--- src/rtl/mem_ctrl_pkg.sv ---
// mem_ctrl_pkg -- shared definitions for the single-port memory controller.
//   DEF_ADDR_W / DEF_DATA_W : default address / data widths
//   OP_RD / OP_WR           : request operation encoding
//   state_e                 : controller FSM state encoding
package mem_ctrl_pkg;

  localparam int DEF_ADDR_W = 2;
  localparam int DEF_DATA_W = 8;

  localparam logic OP_RD = 1'b0;
  localparam logic OP_WR = 1'b1;

  typedef enum logic [2:0] {
    ST_INIT,
    ST_IDLE,
    ST_WRITE,
    ST_RD_ISSUE,
    ST_RD_WAIT,
    ST_RESP
  } state_e;

endpackage

--- src/rtl/mem_ctrl.sv ---
// mem_ctrl -- one-transaction-at-a-time controller in front of a memory cell
// with a registered read port.
//
// Ports:
//   clock, reset           : rising-edge clock, synchronous active-high reset
//   req_valid/req_ready    : request handshake (ready only in IDLE)
//   req_op/addr/wdata      : operation (OP_RD/OP_WR), address, write data
//   rsp_valid/rsp_ready    : response handshake
//   rsp_rdata              : read data (0 for write responses)
//   mem_wr/addr/wdata      : strobe, address and data to the memory cell
//   mem_rdata              : registered read data from the cell
//
// Build option: define MEM_CTRL_INIT_EN to zero-fill every address after
// reset before the first request is accepted.
module mem_ctrl
  import mem_ctrl_pkg::*;
#(
  parameter int ADDR_W = DEF_ADDR_W,
  parameter int DATA_W = DEF_DATA_W
) (
  input  logic              clock,
  input  logic              reset,
  input  logic              req_valid,
  output logic              req_ready,
  input  logic              req_op,
  input  logic [ADDR_W-1:0] req_addr,
  input  logic [DATA_W-1:0] req_wdata,
  output logic              rsp_valid,
  input  logic              rsp_ready,
  output logic [DATA_W-1:0] rsp_rdata,
  output logic              mem_wr,
  output logic [ADDR_W-1:0] mem_addr,
  output logic [DATA_W-1:0] mem_wdata,
  input  logic [DATA_W-1:0] mem_rdata
);

`ifdef MEM_CTRL_INIT_EN
  localparam state_e RST_STATE = ST_INIT;
`else
  localparam state_e RST_STATE = ST_IDLE;
`endif

  state_e            state_q, state_d;
  // addr_q/wdata_q double as the request latch and the memory-side drivers,
  // so the cell sees the last driven values whenever the FSM is idle.
  logic [ADDR_W-1:0] addr_q,  addr_d;
  logic [DATA_W-1:0] wdata_q, wdata_d;
  logic [DATA_W-1:0] rdata_q, rdata_d;

  always_comb begin
    state_d = state_q;
    addr_d  = addr_q;
    wdata_d = wdata_q;
    rdata_d = rdata_q;
    case (state_q)
      ST_INIT: begin
`ifdef MEM_CTRL_INIT_EN
        // wdata_q is zero out of reset; addr_q walks 0..2^ADDR_W-1.
        if (addr_q == {ADDR_W{1'b1}}) state_d = ST_IDLE;
        else                          addr_d  = addr_q + 1'b1;
`else
        state_d = ST_IDLE;
`endif
      end
      ST_IDLE: begin
        if (req_valid) begin
          addr_d = req_addr;
          // The path through the FSM carries the op, so it is not stored.
          if (req_op == OP_WR) begin
            wdata_d = req_wdata;
            rdata_d = '0;
            state_d = ST_WRITE;
          end else begin
            state_d = ST_RD_ISSUE;
          end
        end
      end
      ST_WRITE:    state_d = ST_RESP;
      ST_RD_ISSUE: state_d = ST_RD_WAIT;
      ST_RD_WAIT: begin
        rdata_d = mem_rdata;
        state_d = ST_RESP;
      end
      ST_RESP: begin
        if (rsp_ready) state_d = ST_IDLE;
      end
      default: state_d = ST_IDLE;
    endcase
  end

  always_ff @(posedge clock) begin
    if (reset) begin
      state_q <= RST_STATE;
      addr_q  <= '0;
      wdata_q <= '0;
      rdata_q <= '0;
    end else begin
      state_q <= state_d;
      addr_q  <= addr_d;
      wdata_q <= wdata_d;
      rdata_q <= rdata_d;
    end
  end

  // Outputs are forced quiet while reset is high so an in-flight write
  // strobe or response is dropped in the very cycle reset is asserted.
  logic wr_state;
`ifdef MEM_CTRL_INIT_EN
  assign wr_state = (state_q == ST_WRITE) || (state_q == ST_INIT);
`else
  assign wr_state = (state_q == ST_WRITE);
`endif

  assign req_ready = !reset && (state_q == ST_IDLE);
  assign rsp_valid = !reset && (state_q == ST_RESP);
  assign mem_wr    = !reset && wr_state;
  assign rsp_rdata = reset ? '0 : rdata_q;
  assign mem_addr  = reset ? '0 : addr_q;
  assign mem_wdata = reset ? '0 : wdata_q;

endmodule

--- config.mk ---
export PLATFORM = sky130hd
export DESIGN_NAME = mem_ctrl
export DESIGN_NICKNAME = d
export VERILOG_FILES = /design/src/rtl/mem_ctrl_pkg.sv /design/src/rtl/mem_ctrl.sv
export SDC_FILE = /design/constraint.sdc
export NUM_CORES = 1
export LEC_CHECK = 0
export BUFFER_PORTS_ARGS = -buffer_cell sky130_fd_sc_hd__buf_4
export CORE_AREA = 4 4 64 66
export DETAILED_ROUTE_END_ITERATION = 8
export DIE_AREA = 0 0 68 70
export PLACE_DENSITY = 0.64
export SYNTH_ARGS = -nofsm -noshare
export SYNTH_HDL_FRONTEND = slang
export SYNTH_SLANG_ARGS = --single-unit
--- constraint.sdc ---
create_clock -name clock -period 1.05 [get_ports clock]
set_input_delay 0 -clock clock [delete_from_list [all_inputs] [get_ports clock]]
set_output_delay 0 -clock clock [all_outputs]
set_load 0.02 [all_outputs]
==> results.toml <==
[run_status]
status = "finished, violations left"
violations = "setup timing"

[min_path]
hold_class = "primary input to flip-flop"
min_from = "rsp_ready"
hold_depth = 4
min_to = "state_q[2]"

[final_layout]
final_area_mm2 = 0.001843
diodes = 0
seq_area_um2 = 431.7
layout.cells.non_filler = 234
fin_nets = 210
syn_to_final_growth_pct = 79.20
multi_input_area_um2 = 591.8
drive_gt1_share_pct = 47.85
nFillCells = 329

[setup_path]
worstPathRequired_ns = 1.05
crit_chain = "buf_6 -> nor4bb_4 -> buf_4"
regToRegStartpoint = "state_q[0]"
worstPathMaxFanout = 4
slowest_stage = "dfxtp_4"
reg2reg_to = "rdata_q[3]"
crit_family = "flip-flops"
cp_slowest_stage_delay_ns = 0.39
worst-path-buf-inv = 2
path_class = "flip-flop to output pin"
start_kind = "flip-flop"
end_kind = "output pin"
cp.arrival_ns = 1.25
rr_worst_depth = 6
r2r_slack_ns = -0.16

[floorplanning]
die-width_um = 68
pin_count = 44
core_region_area_mm2 = 0.003578
die_h_um = 70
die_area_mm2 = 0.004760
fp-row-count = 22
start_util_pct = 28.74

[pwr]
pwr-share-clk_pct = 22.4
power_uw = 1705
static-leakage-power_uw = 0.0008946
p_seq_share_pct = 49.7
vdd_drop_max_mv = 0.6589
switchingPower_uw = 465.9
combPwrFrac_pct = 27.9
p_int_uw = 1239
swShare_pct = 27.32
power_density_mw_per_mm2 = 925.3

[placed_design]
gp_congestion = 0.6845
dp.cells = 208
pre_cts_ws_ns = -0.09578
hpwlAfterDp_um = 1994
portBuffers = 43
dpl_cell_area_mm2 = 0.001470

[routing]
drc = 0
via_count = 1040
wl_met1_um = 1257
wirelength_um = 2945
dr_wl_met2_um = 1517
met3_wirelength_um = 154
dr.pass1.iters = 3
wl_per_cell_um = 12.59
dr.first_iter.drc_count = 29
highest_layer = "met4"
post_drt_via_cell_ratio = 4.444
drtAntennaViolNets = 0

[yosys]
synth_area_leaders = "dfxtp_1 41%, o21ai_1 6.8%, nor2b_1 6.7%"
synth-seq-area-share_pct = 40.88
synth_top_cell_by_area = "dfxtp_1"
synthesis.area_mm2 = 0.001028
synthDistinctLibCells = 25
synth-seq-cells = 21
syn_avg_cell_area_um2 = 8.943
yosys.area.top_type_share_pct = 40.88
synth_nets = 138
yosysWarnings = 0
postSynthCellCount = 115

[grt]
grt_max_degree = 36
antenna_found_initial = 0
grt_pass1_wl_um = 4560
grt_pass1_vias = 1060
grt_util_all_layers_pct = 12.31
grt_overflow_total = 0

[timing]
max_freq_mhz = 800.6
tightest_slew_ns = 0.4068
finalHoldViolations = 0
rsz0062_at_grt = "yes"
fin_crit_sh_pct = 119.0
period_minus_slack_ns = 1.249
layout_setup_ws_ns = -0.1991
finClkSkew_ns = 0.0006996
finalSetupViolCount = 22
relSlewSlack_pct = 72.88
whs_ns = 0.03752
drv_slew = 0

[clocking]
numCtsBuffers = 3
insertion_delay_ns = 0.30
clockBufferDepth = 2
htreeDepth = 1
root_buffer = "clkbuf_4"
clkSinkCount = 21
clk_pin_slew_worst_paths_ns = 0.11
cts_tree = "done"

[flow_run]
max_cap_violations = 0
==> state kept, by name, summed over array words and instances (netlist names) <==
name,count
rdata_q,8
wdata_q,8
state_q,3
addr_q,2
==> worst register-to-register path: cells and delay by family, from the launching register on <==
family / cells / cell delay [ns]
simple gates: 2 / 0.30
buf+inv: 3 / 0.41
flops: 1 / 0.38
compound gates: 1 / 0.06
==> synth_stat cells, drive strengths merged <==
| master | number |
|---|---|
| nor2b | 11 |
| o41ai | 8 |
| o21ai | 16 |
| nand2b | 10 |
| nor4b | 2 |
| nor3 | 1 |
| or3 | 1 |
| nand2 | 8 |
| a21oi | 3 |
| buf | 7 |
| nor4bb | 1 |
| mux2i | 3 |
| clkbuf | 2 |
| inv | 16 |
| dfxtp | 21 |
| nand4b | 1 |
| nor2 | 3 |
| and4bb | 1 |
==> cells in the final DEF (no fill, tap or decap), drive strengths merged <==
master | synthesis | routed
buf | 7 | 57
dfxtp | 21 | 21
dlygate4sd3 | 0 | 18
inv | 16 | 16
o21ai | 16 | 16
nor2b | 11 | 11
nand2b | 10 | 10
nand2 | 8 | 8
o41ai | 8 | 8
clkbuf | 2 | 4
mux2i | 3 | 3
nor2 | 3 | 3
a21oi | 3 | 3
nor4b | 2 | 2
nor3 | 1 | 1
nor4bb | 1 | 1
nand4b | 1 | 1
and4bb | 1 | 1
or3 | 1 | 1
clkinv | 0 | 1
==> power by group through the flow <==
stage / logic (uW) / registers (uW) / clock network (uW)
2_1_floorplan: 204 / 858 / 0
3_3_place_gp: 337 / 865 / 0
3_5_place_dp: 350 / 867 / 0
4_1_cts: 433 / 848 / 407
5_1_grt: 509 / 853 / 448
6_report: 475 / 848 / 382
==> per-layer routing <==
metal / up-vias / track usage, %
li1: 530 / -
met1: 480 / 13.69
met2: 28 / 22.06
met3: 2 / 4.019
met4: 0 / 2.649
met5: - / 0
==> area by class of cell <==
cell class,count,share of cell area [%]
inverter,16,3.259
tap,48,3.259
sequential,21,23.42
timing repair buffer,76,36.46
clock inverter,1,0.2716
multi-input combinational,69,32.11
clock buffer,3,1.222
==> stage by stage <==
| step | util [%] | setup TNS (ns) |
|---|---|---|
| floorplan | - | -0.1528 |
| global placement | 41.08 | -0.4349 |
| detailed placement | 41.08 | -1.068 |
| CTS | 48.60 | -2.984 |
| global route | 51.50 | -4.403 |
| finish | 51.50 | -2.637 |
==> worst max path at each step <==
stage                    start    endpoint  depth (start not counted)
finish              state_q[0]   rsp_valid                          3
global route        state_q[0]   rsp_valid                          3
CTS                 state_q[0]   rsp_valid                          3
detailed placement  state_q[0]  rdata_q[6]                          4
global placement    state_q[0]  rdata_q[5]                          4
floorplan           state_q[1]      mem_wr                          3
==> repair_timing <==
| item | CTS | global route |
|---|---|---|
| cloned | 0 | 1 |
| gates resized for setup | 10 | 18 |
| setup endpoints to repair | 22 | 27 |
| endpoints found under the hold margin | 18 | 0 |
| hold buffers | 18 | 0 |
| pin swaps | 12 | 3 |
| buffers inserted | 2 | 2 |
==> cell families (layout without fill, tap and decap cells) <==
family / count (synthesis) / count (layout) / share of synthesized area [%]
compound gates: 27 / 27 / 19.34
buf+inv: 25 / 96 / 11.31
flops: 21 / 21 / 40.88
mux: 3 / 3 / 2.920
simple gates: 39 / 39 / 25.55
Note: power is estimated with default switching activity, not from simulation.
